### src/rtl/alu_seq.sv
// Handshaked ALU: 8 legacy ops plus iterative shift-add MUL; ALU_SIGNED_OPS_EN adds SLT (9) / ASR (10).
// Latency: 1 cycle for single-cycle ops, WIDTH+1 cycles for MUL; result/flags held until out_ready.
// Backpressure: in_ready low during MUL and in DONE while out_ready is low; same-cycle retire+accept.
module alu_seq #(
  parameter int WIDTH = 32,
  parameter int SEL_W = 4
) (
  input  logic             clk,
  input  logic             rst_n,
  input  logic             in_valid,
  output logic             in_ready,
  input  logic [SEL_W-1:0] alu_sel,
  input  logic [WIDTH-1:0] alu_a,
  input  logic [WIDTH-1:0] alu_b,
  output logic             out_valid,
  input  logic             out_ready,
  output logic [WIDTH-1:0] alu_out,
  output logic             flag_z,
  output logic             flag_c,
  output logic             flag_n,
  output logic             busy
);

  localparam int SH_W  = $clog2(WIDTH);
  localparam int CNT_W = $clog2(WIDTH);
  localparam logic [WIDTH-1:0] W_VAL = WIDTH'(WIDTH);

  localparam logic [SEL_W-1:0] OP_ADD = SEL_W'(0);
  localparam logic [SEL_W-1:0] OP_SUB = SEL_W'(1);
  localparam logic [SEL_W-1:0] OP_NOT = SEL_W'(2);
  localparam logic [SEL_W-1:0] OP_LS  = SEL_W'(3);
  localparam logic [SEL_W-1:0] OP_RS  = SEL_W'(4);
  localparam logic [SEL_W-1:0] OP_AND = SEL_W'(5);
  localparam logic [SEL_W-1:0] OP_OR  = SEL_W'(6);
  localparam logic [SEL_W-1:0] OP_LT  = SEL_W'(7);
  localparam logic [SEL_W-1:0] OP_MUL = SEL_W'(8);
`ifdef ALU_SIGNED_OPS_EN
  localparam logic [SEL_W-1:0] OP_SLT = SEL_W'(9);
  localparam logic [SEL_W-1:0] OP_ASR = SEL_W'(10);
`endif

  localparam logic [1:0] ST_IDLE = 2'd0;
  localparam logic [1:0] ST_MUL  = 2'd1;
  localparam logic [1:0] ST_DONE = 2'd2;

  logic [1:0]       state;
  logic [WIDTH-1:0] mcand;
  logic [WIDTH-1:0] mplier;
  logic [WIDTH-1:0] acc;
  logic [CNT_W-1:0] cnt;

  logic             accept;
  logic [WIDTH:0]   sum;
  logic [WIDTH-1:0] res;
  logic             res_c;
  logic             shift_big;
  logic [SH_W-1:0]  sh;
  logic [WIDTH-1:0] acc_next;
  logic             last_iter;
`ifdef ALU_SIGNED_OPS_EN
  logic signed [WIDTH-1:0] asr_v;
`endif

  assign in_ready  = (state == ST_IDLE) || ((state == ST_DONE) && out_ready);
  assign out_valid = (state == ST_DONE);
  assign busy      = (state == ST_MUL);
  assign accept    = in_valid && in_ready;

  assign acc_next  = acc + (mplier[0] ? mcand : '0);
  assign last_iter = (cnt == CNT_W'(WIDTH - 1));

  // Unused select codes (and MUL, which never takes this path) fall back to ADD.
  always_comb begin
    sum       = {1'b0, alu_a} + {1'b0, alu_b};
    res       = sum[WIDTH-1:0];
    res_c     = sum[WIDTH];
    shift_big = (alu_b >= W_VAL);
    sh        = alu_b[SH_W-1:0];
`ifdef ALU_SIGNED_OPS_EN
    asr_v     = $signed(alu_a) >>> sh;
`endif
    case (alu_sel)
      OP_SUB: begin
        res   = alu_a - alu_b;
        res_c = (alu_a < alu_b);
      end
      OP_NOT: begin
        res   = ~alu_a;
        res_c = 1'b0;
      end
      OP_LS: begin
        res   = shift_big ? '0 : (alu_a << sh);
        res_c = 1'b0;
      end
      OP_RS: begin
        res   = shift_big ? '0 : (alu_a >> sh);
        res_c = 1'b0;
      end
      OP_AND: begin
        res   = alu_a & alu_b;
        res_c = 1'b0;
      end
      OP_OR: begin
        res   = alu_a | alu_b;
        res_c = 1'b0;
      end
      OP_LT: begin
        res   = WIDTH'(alu_a < alu_b);
        res_c = 1'b0;
      end
`ifdef ALU_SIGNED_OPS_EN
      OP_SLT: begin
        res   = WIDTH'($signed(alu_a) < $signed(alu_b));
        res_c = 1'b0;
      end
      OP_ASR: begin
        res   = shift_big ? {WIDTH{alu_a[WIDTH-1]}} : asr_v;
        res_c = 1'b0;
      end
`endif
      default: ;
    endcase
  end

  always_ff @(posedge clk or negedge rst_n) begin
    if (!rst_n) begin
      state   <= ST_IDLE;
      mcand   <= '0;
      mplier  <= '0;
      acc     <= '0;
      cnt     <= '0;
      alu_out <= '0;
      flag_z  <= 1'b0;
      flag_c  <= 1'b0;
      flag_n  <= 1'b0;
    end else if (state == ST_MUL) begin
      acc    <= acc_next;
      mcand  <= mcand << 1;
      mplier <= mplier >> 1;
      cnt    <= cnt + 1'b1;
      if (last_iter) begin
        alu_out <= acc_next;
        flag_z  <= (acc_next == '0);
        flag_c  <= 1'b0;
        flag_n  <= acc_next[WIDTH-1];
        state   <= ST_DONE;
      end
    end else if (accept) begin
      // Accepting from DONE retires the held result in the same edge.
      if (alu_sel == OP_MUL) begin
        mcand  <= alu_a;
        mplier <= alu_b;
        acc    <= '0;
        cnt    <= '0;
        state  <= ST_MUL;
      end else begin
        alu_out <= res;
        flag_z  <= (res == '0);
        flag_c  <= res_c;
        flag_n  <= res[WIDTH-1];
        state   <= ST_DONE;
      end
    end else if ((state == ST_DONE) && out_ready) begin
      state <= ST_IDLE;
    end
  end

endmodule

### config.mk
export PLATFORM = sky130hd
export DESIGN_NAME = alu_seq
export DESIGN_NICKNAME = d
export VERILOG_FILES = /design/src/rtl/alu_seq.sv
export SDC_FILE = /design/constraint.sdc
export NUM_CORES = 1
export LEC_CHECK = 0
export CAP_MARGIN = 20
export CORE_MARGIN = 2
export CORE_UTILIZATION = 50
export CTS_CLUSTER_DIAMETER = 40
export DETAILED_ROUTE_END_ITERATION = 7
export HOLD_SLACK_MARGIN = 0.15
export PLACE_DENSITY = 0.66
export SYNTH_ARGS = -nofsm -noshare
export SYNTH_HDL_FRONTEND = slang
export SYNTH_SLANG_ARGS = --single-unit
### constraint.sdc
create_clock -name clk -period 4.6 [get_ports clk]
set_input_delay 0.46 -clock clk [delete_from_list [all_inputs] [get_ports clk]]
set_output_delay 0.46 -clock clk [all_outputs]
set_load 0.01 [all_outputs]
# After elaboration in Yosys (flattened, before gate mapping)
# Index checks and enable logic that the tools add are counted.
[classes]
n_reduce_logical = 13
order_cmp = 2
addsub = 4
bitwise_logic = 3
n_mux = 38
shift = 2
n_eq_ne = 13
[ops]
columns = ["op", "n"]
rows = [
  ["$mux 32", 16],
  ["$pmux 32 s7", 1],
  ["$logic_not 32->1", 2],
  ["$add 32x32->33", 1],
  ["$add 32x32->32", 1],
  ["$and 32x32->32", 1],
  ["$ge 32x6->1 const B", 1],
  ["$lt 32x32->1", 1],
  ["$not 32->32", 1],
  ["$or 32x32->32", 1],
  ["$shl 32x5->32", 1],
  ["$shr 32x5->32", 1],
  ["$sub 32x32->32", 1],
  ["$eq 4x3->1 const B", 4],
  ["$mux 5", 3],
  ["$mux 1", 12],
  ["$mux 2", 5],
  ["$eq 4x2->1 const B", 2],
  ["$reduce_or 6->1", 1],
  ["$add 5x1->5 const B", 1],
  ["$eq 5x5->1 const B", 1],
  ["$eq 4x1->1 const B", 1],
  ["$eq 4x4->1 const B", 1],
  ["$reduce_and 2->1", 2],
  ["other kinds (11)", 13],
]
[word_totals]
out_inout_bits = 38
reg_bits = 138
inputBits = 72

# Depth between registers and ports, before layout
# Gate-level depths: netlist of the first run.
[logic_depth]
ltp_word = 7
depth_mapped = 19
mapped_depth_nobuf = 15

# Least setup slack after synthesis of the first run
# No wires, ideal clock.
[synth_timing]
kind = "input to register"
startpoint = "in alu_b[2]"
endpoint = "reg flag_z"
arrival_ps = 4231
path_stages = 19
required_ps = 4508
path_slack_ps = 278
path_cell_list = "buf_2 > buf_2 > inv_2 > buf_2 > buf_1 > ha_1 > clkbuf_1 > a211oi_1 > o21ai_1 > a21oi_1 > nor2_1 > a311o_1 > a221o_1 > a21oi_1 > and3_1 > nand3_1 > and4b_1 > nand4b_1 > o31ai_2"
[synth_via]
elab_chain_cells = 7
[synth_lines]
columns = ["item", "line_no", "rtl"]
rows = [
  ["start, declared", "14", "input logic [WIDTH-1:0] alu_b,"],
  ["$ge 32x6->1 (tied with other cells)", "77", "shift_big = (alu_b >= W_VAL);"],
  ["$mux 32 (on tied branches)", "96, 92", ""],
  ["$pmux 32 s7 *", "82", "case (alu_sel)"],
  ["$logic_not 32->1 *", "158", "flag_z <= (res == '0);"],
  ["$mux 1 *", "150", "if (alu_sel == OP_MUL) begin"],
  ["$mux 1 *", "148", "end else if (accept) begin"],
  ["$mux 1 *", "136", "end else if (state == ST_MUL) begin"],
  ["end signal, assigned", "143", "flag_z <= (acc_next == '0);"],
  ["end signal, assigned", "158", ""],
  ["end, declared", "18", "output logic flag_z,"],
]
# Mark *: on every way between the ends. The rest lies on a longest branch, timed or not. The select of a mux whose other input is x is not followed.
# A chain may end at the register's enable or synchronous reset.

# Worst setup path after layout of the first run
[layout_timing]
startpoint = "in alu_a[0]"
endpoint = "reg flag_z"
[layout_via]
elab_chain_cells = 7
[layout_lines]
columns = ["item", "line_no", "rtl"]
rows = [
  ["start, declared", "13", "input logic [WIDTH-1:0] alu_a,"],
  ["branches (longest 2 deep; another with $add 32x32->33)", "n/a", ""],
  ["$pmux 32 s7 *", "82", ""],
  ["$logic_not 32->1 *", "158", ""],
  ["$mux 1 *", "150", ""],
  ["$mux 1 *", "148", ""],
  ["$mux 1 *", "136", ""],
]
# Mark *: on every way between the ends. The select of a mux whose other input is x is not followed.

==> out/results.txt, run 1 <==
Hold WC Path Type = flop to flop
Slowest Stage Delay on Critical Path = 0.64 ns
most used cell, CP = nand4_1
Reg area = 3428 sq um
final wirelength = 82,680 microns
Detailed Routing Iterations Pass 1 = 6
vias after detailed routing = 19,994
Starting DRT DRC Count = 2,714
crit path launch type = primary input
Worst Setup Path Type = primary input to flop
H-tree depth = 4
Worst Path Buf+Inv = 2
Post-DP HPWL = 64,980 microns
CTS tree = yes
global route overflow = 0
Synth top area share = 0.2008
Die ar. = 35,640 sq um
worst vdd ir = 0.4386 mV
most frequently used flop master after synthesis = dfrtp_1
vias in the first global route = 19,343
multi-input logic area = 12,540 sq um
Final min period = 4.500 ns
DRC Markers = 0
Critical Path RT = 4.97 ns
final hold vios = 0
status = finished clean
Seq cells post-synth = 137
P_leak = 9.387 nW
largest net degree at the start of global routing = 77
unrepaired setup endpoints after global routing = false
Total GRT Usage = 0.4627
Final setup viols = 0
Root Driver = clkbuf_16
initial antenna violation count = 1
# fillers = 2,996
deepest clock path buffer count = 2
clk sinks = 137
Total Power = 7.197 mW
CTS buffer count = 17
Post-synth top cells = 338 x nand2_1, 170 x nor2_1, 161 x a21oi_1
Routed Antenna Nets = 0
critical path's top delay family = simple AND/OR/NAND/NOR gates
Placeable Area = 33,620 sq um
slowest CP cell = a2111oi_0
dpl cells = 2,830
fin cells = 2,866
crit path max fanout = 2
Slew headroom = 0.1437
Worst-Skew Late Latency = 0.46 ns
Tightest Pin Transition = 1.267 ns
Max Cap Viol = 0
Row Count = 67
WL per Instance = 28.85 microns
I/O pins = 110
clock skew = 0.01316 ns
Post-Syn Nets = 2,389
top cells by area, synth = dfrtp_1 20%, ha_1 9.5%, mux4_2 8.3%
number of synthesized flops with an enable pin = 0
final period utilization = 0.9783
Cell variety after synth = 95
CTS clk-pin slew, worst paths = 0.06 ns
Mapped Cells = 2,184
post-synth top area cell = dfrtp_1
f_max = 222.2 MHz
Worst Setup End Kind = flop
top-count cell post-synth = nand2_1
Chip Height = 188.8 microns
layout cell share with drive strength beyond 1 = 0.1729
Avg Inst Size Synth = 7.818 sq um
Area Growth Syn to Fin = 21.44%
starting density of the core = 0.5079
fraction of registers with async set/reset = 1.000
Post-Syn Area = 17,080 sq um
TNS Setup = 0 ns
Crit path arrival time = 4.87 ns
first-pass GRT wire length = 123,400 microns
GP Congestion = 1.116
crit path cell chain = clkdlybuf4s50_1 -> inv_1 -> ha_1 -> fa_1 -> xor2_1 -> a2111oi_0 -> a22oi_1 -> a221oi_2 -> nand4_1 -> nor4b_1 -> nand4_1 -> nor4_2 -> and4b_1 -> nand4b_1 -> o31ai_2
pwr dens = 347.1 nW/um^2
Die W = 188.8 microns
routed vias/inst = 6.976
Total Nets Final = 2,609
PortBufs = 109
Syn. warnings = 0
sequential share of the synthesized area = 0.2008
Final Core Density = 0.6169
final slew viol count = 0
## flip-flops by register name, indices dropped and copies added (netlist names)
signal	cells
acc	32
alu_out	32
cnt	5
flag_c	1
flag_z	1
mcand	32
mplier	32
state	2
## kinds of logic after synthesis
| logic type | count (synthesis) | synth area share |
|---|---|---|
| AND/OR/NAND/NOR | 762 | 0.2053 |
| flip-flops | 137 | 0.2008 |
| XOR/XNOR | 43 | 0.02206 |
| adder cells (fa/ha/maj) | 133 | 0.09878 |
| buffers and inverters | 280 | 0.06778 |
| AO/OA/AOI/OAI | 704 | 0.2849 |
| multiplexers | 125 | 0.1204 |
## layout make-up
type / count / share of cell area
diodes: 1 / 0.0001207
inverters: 107 / 0.01937
clock inverters: 12 / 0.006698
clock buffers: 20 / 0.02202
well taps: 448 / 0.02703
repair buffers: 374 / 0.1546
multi-input cells: 1767 / 0.6048
flip-flops and latches: 137 / 0.1653
## layer usage
metal  part of all wire  global-route usage  wire length, microns  vias up
li1                   -                   -                     -     8570
met1               0.38              0.5892                 31450     9547
met2               0.42              0.6900                 34720     1500
met3               0.12              0.1185                  9688      375
met4              0.082              0.3137                  6809        2
met5            0.00013                   0                    11        -
## worst min-delay path, delay by kind of cell (launching register included)
family | cells | cell delay (ns)
flip-flops | 1 | 0.34
AND/OR/NAND/NOR | 2 | 0.11
## layout by cell type (no fill, tap or decap), types with 18 or more instances in the layout
master / n
nor4_1: 18
a31oi_1: 26
dfrtp_1: 137
buf_4: 255
nor2_1: 166
clkdlybuf4s50_1: 104
inv_1: 102
and2_1: 38
o21ai_0: 106
a21o_1: 31
nand4_1: 21
nor3_1: 32
nor2b_1: 19
a211oi_1: 35
mux2i_1: 51
xnor2_1: 33
ha_1: 130
o211ai_1: 21
nand2_1: 338
nand3_1: 41
a22oi_1: 77
o221ai_1: 35
a21oi_1: 161
o22ai_1: 35
mux4_2: 63
## final timing paths
kind	start	endpoint	slack, ns	depth (start not counted)
setup reg to reg	mcand[0]$_DFFE_PN0P_	flag_z$_DFFE_PN0P_	0.15	15
hold reg to reg	mplier[9]$_DFFE_PN0P_	mplier[9]$_DFFE_PN0P_	0.48	2
hold / removal	mplier[9]$_DFFE_PN0P_	mplier[9]$_DFFE_PN0P_	0.48	2
max in group asynchronous	rst_n	mcand[17]$_DFFE_PN0P_	2.97	3
setup / recovery	alu_a[0]	flag_z$_DFFE_PN0P_	0.1	15
min in group asynchronous	rst_n	mcand[22]$_DFFE_PN0P_	0.58	2
## through the flow
step / worst slack (ns) / hold slack [ns] / instance area [sq um]
global placement: -0.1803 / 0.4593 / 20090
CTS: 0.1398 / 0.4845 / 20690
detailed placement: -0.1738 / 0.4645 / 20090
floorplan: 0.2776 / 0.1644 / 17080
global route: 0.0002234 / 0.5107 / 20730
finish: 0.09976 / 0.4830 / 20740
## power breakdown
group | total, mW | leakage (nW) | switching, mW | internal, mW
Combinational | 3.73 | 7.30 | 2.22 | 1.51
Clock | 1.44 | 0.280 | 0.608 | 0.832
Sequential | 2.02 | 1.80 | 0.354 | 1.67
Total | 7.20 | 9.39 | 3.19 | 4.01
## what timing repair did
item,in CTS,in global routing
hold endpoints to repair,74,0
endpoints found under the setup margin,0,1
hold buffers,1,0
buffers inserted,0,2
gates resized for setup,0,4
Power figures use the tool's default switching activity.
==> run 2: changes to the inputs <==
--- a/config.mk
+++ b/config.mk
@@ -7,11 +7,11 @@
 export LEC_CHECK = 0
 export CAP_MARGIN = 20
 export CORE_MARGIN = 2
-export CORE_UTILIZATION = 50
+export CORE_UTILIZATION = 55
 export CTS_CLUSTER_DIAMETER = 40
 export DETAILED_ROUTE_END_ITERATION = 7
 export HOLD_SLACK_MARGIN = 0.15
-export PLACE_DENSITY = 0.66
+export PLACE_DENSITY = 0.72
 export SYNTH_ARGS = -nofsm -noshare
 export SYNTH_HDL_FRONTEND = slang
 export SYNTH_SLANG_ARGS = --single-unit
==> out/results.txt, run 2 (synthesized netlist as in run 1, its figures left out) <==
Pint = 3.859 mW
Starting DRT DRC Count = 3,255
unrepaired setup endpoints after global routing = false
starting density of the core = 0.5582
initial antenna violation count = 2
status = finished clean
I/O pins = 110
Crit path arrival time = 4.82 ns
vias after detailed routing = 20,287
reg2reg setup slack = 0.17 ns
Final Core Density = 0.6722
DRC Markers = 0
CTS buffer count = 17
TNS Setup = 0 ns
vias in the first global route = 19,372
PortBufs = 109
Worst Setup Path Type = primary input to flop
DP Area = 20,030 sq um
Comb power frac = 0.527
layout cell share with drive strength beyond 1 = 0.1720
CTS clk-pin slew, worst paths = 0.07 ns
Critical Path RT = 4.93 ns
Total GRT Usage = 0.4882
slowest CP cell = clkdlybuf4s50_1
worst vdd ir = 0.3849 mV
Hold WC Path Type = primary input to asynchronous set/reset pin
commonest non-fill, non-tap cell in the layout = nand2_1
Detailed Routing Iterations Pass 1 = 6
final slew viol count = 0
first-pass GRT wire length = 121,000 microns
Slowest Stage Delay on Critical Path = 0.56 ns
Row Count = 64
Placeable Area = 30,590 sq um
crit path launch type = primary input
Worst-Skew Late Latency = 0.47 ns
global route overflow = 0
final wirelength = 81,170 microns
final hold vios = 0
post-CTS setup buffers = 0
pre-CTS WS = -0.1808 ns
reg2reg path depth = 15
GP Congestion = 1.156
Final setup viols = 0
Worst Setup End Kind = flop
critical path's top delay family = compound AO/OA/AOI/OAI gates
routed vias/inst = 7.207
capturing point of the worst reg2reg path = flag_z$_DFFE_PN0P_
Area Growth Syn to Fin = 20.41%
Post-DP HPWL = 62,880 microns
hold_buf cts = 0
# fillers = 2,560
pwr dens = 344.6 nW/um^2
Max Cap Viol = 0
Worst Path Buf+Inv = 4
Reg power frac = 0.290
P_leak = 9.353 nW
f_max = 222.9 MHz
Tightest Pin Transition = 1.109 ns
Post-CTS Resized = 0
clock share of power = 0.183
clock skew = 0.01143 ns
Total Power = 7.086 mW
design area = 20,560 sq um
crit path max fanout = 3
Root Driver = clkbuf_16
Die ar. = 32,470 sq um
origin of the critical flop-to-flop path = mcand[0]$_DFFE_PN0P_
most frequent cells in the layout = 338 x nand2_1, 259 x buf_4, 166 x nor2_1, 161 x a21oi_1, 137 x dfrtp_1
Chip Height = 180.2 microns
Slew headroom = 0.2551
Routed Antenna Nets = 0
clk sinks = 137
Total Nets Final = 2,610
H-tree depth = 4
Die W = 180.2 microns
final period utilization = 0.9754
sw power = 3.226 mW
deepest clock path buffer count = 2
Sw Share = 0.4553
Final min period = 4.487 ns
WL per Instance = 28.83 microns
PnR worst setup slack = 0.1132 ns
largest net degree at the start of global routing = 102
CTS tree = yes
crit path cell chain = clkdlybuf4s50_1 -> inv_1 -> ha_1 -> fa_1 -> nor2_1 -> o221ai_1 -> buf_4 -> a211oi_1 -> o2111ai_1 -> a31oi_1 -> a221oi_1 -> o31ai_1 -> buf_4 -> a21oi_1 -> nor2_1 -> nor2_1 -> a21oi_1 -> a21oi_1
==> run 2: changes by cell type in the layout (fill, tap and decap cells not counted), sizes merged <==
cell	delta
buf	+2
bufinv	-2
clkbuf	-2
clkinv	+7
clkinvlp	-1
dlygate4sd3	-1
inv	-2
==> run 2: layout make-up <==
| cell class | instances | area, sq um | area share |
|---|---|---|---|
| clock inverter | 14 | 100.1 | 0.004868 |
| antenna | 1 | 2.502 | 0.0001217 |
| multi-input combinational | 1767 | 12520 | 0.6088 |
| sequential | 137 | 3428 | 0.1667 |
| clock buffer | 18 | 429.2 | 0.02087 |
| tap | 396 | 495.5 | 0.02410 |
| timing repair buffer | 375 | 3187 | 0.1550 |
| inverter | 107 | 401.6 | 0.01953 |
==> run 2: power by group through the flow <==
stage	sequential [mW]	clock (mW)	combinational, mW
after floorplan	1.98	0	2.04
after global placement	2.02	0	3.50
after detailed placement	2.05	0	3.59
after CTS	2.03	1.30	3.61
after global routing	2.10	1.35	3.95
final	2.06	1.30	3.73
==> run 2: worst reg2reg max path, cell delays in order, from the launching register on <==
cell      delay (ns)
dfrtp_1         0.45
and2_1          0.21
ha_1            0.24
fa_1            0.45
a21o_1          0.21
a221oi_2        0.28
buf_4           0.19
o21ai_0         0.11
xnor2_1         0.30
nand4_1         0.14
nor4_1          0.64
nand4b_1        0.15
or3_1           0.40
nor4_1          0.30
a31oi_1         0.17
o31ai_2         0.09
==> run 2: how the worst max path moves through the flow <==
| stage | cells after the start | end | from | slack (ns) |
|---|---|---|---|---|
| after detailed placement | 18 | alu_out[0]$_DFFE_PN0P_ | alu_a[0] | -0.18 |
| after CTS | 17 | flag_z$_DFFE_PN0P_ | alu_a[0] | 0.27 |
| final | 18 | alu_out[0]$_DFFE_PN0P_ | alu_a[0] | 0.11 |
| after global placement | 15 | flag_z$_DFFE_PN0P_ | alu_a[20] | -0.11 |
| after global routing | 18 | alu_out[0]$_DFFE_PN0P_ | alu_a[0] | 0.006 |
| after floorplan | 19 | flag_z$_DFFE_PN0P_ | alu_b[2] | 0.28 |
==> run 2: metal layers <==
metal	global-route usage	part of all wire	vias up
met2	0.7186	0.42	1781
met4	0.3161	0.080	2
met1	0.6214	0.37	9514
li1	-	-	8565
met5	0.01926	0.0010	-
met3	0.1463	0.14	425
==> run 2: through the flow <==
step | hold slack (ns) | std cells
after floorplan | 0.1644 | 2184
after detailed placement | 0.4639 | 2782
final | 0.1430 | 2815
after CTS | 0.1616 | 2814
after global routing | 0.2216 | 2814
after global placement | 0.4578 | 2782
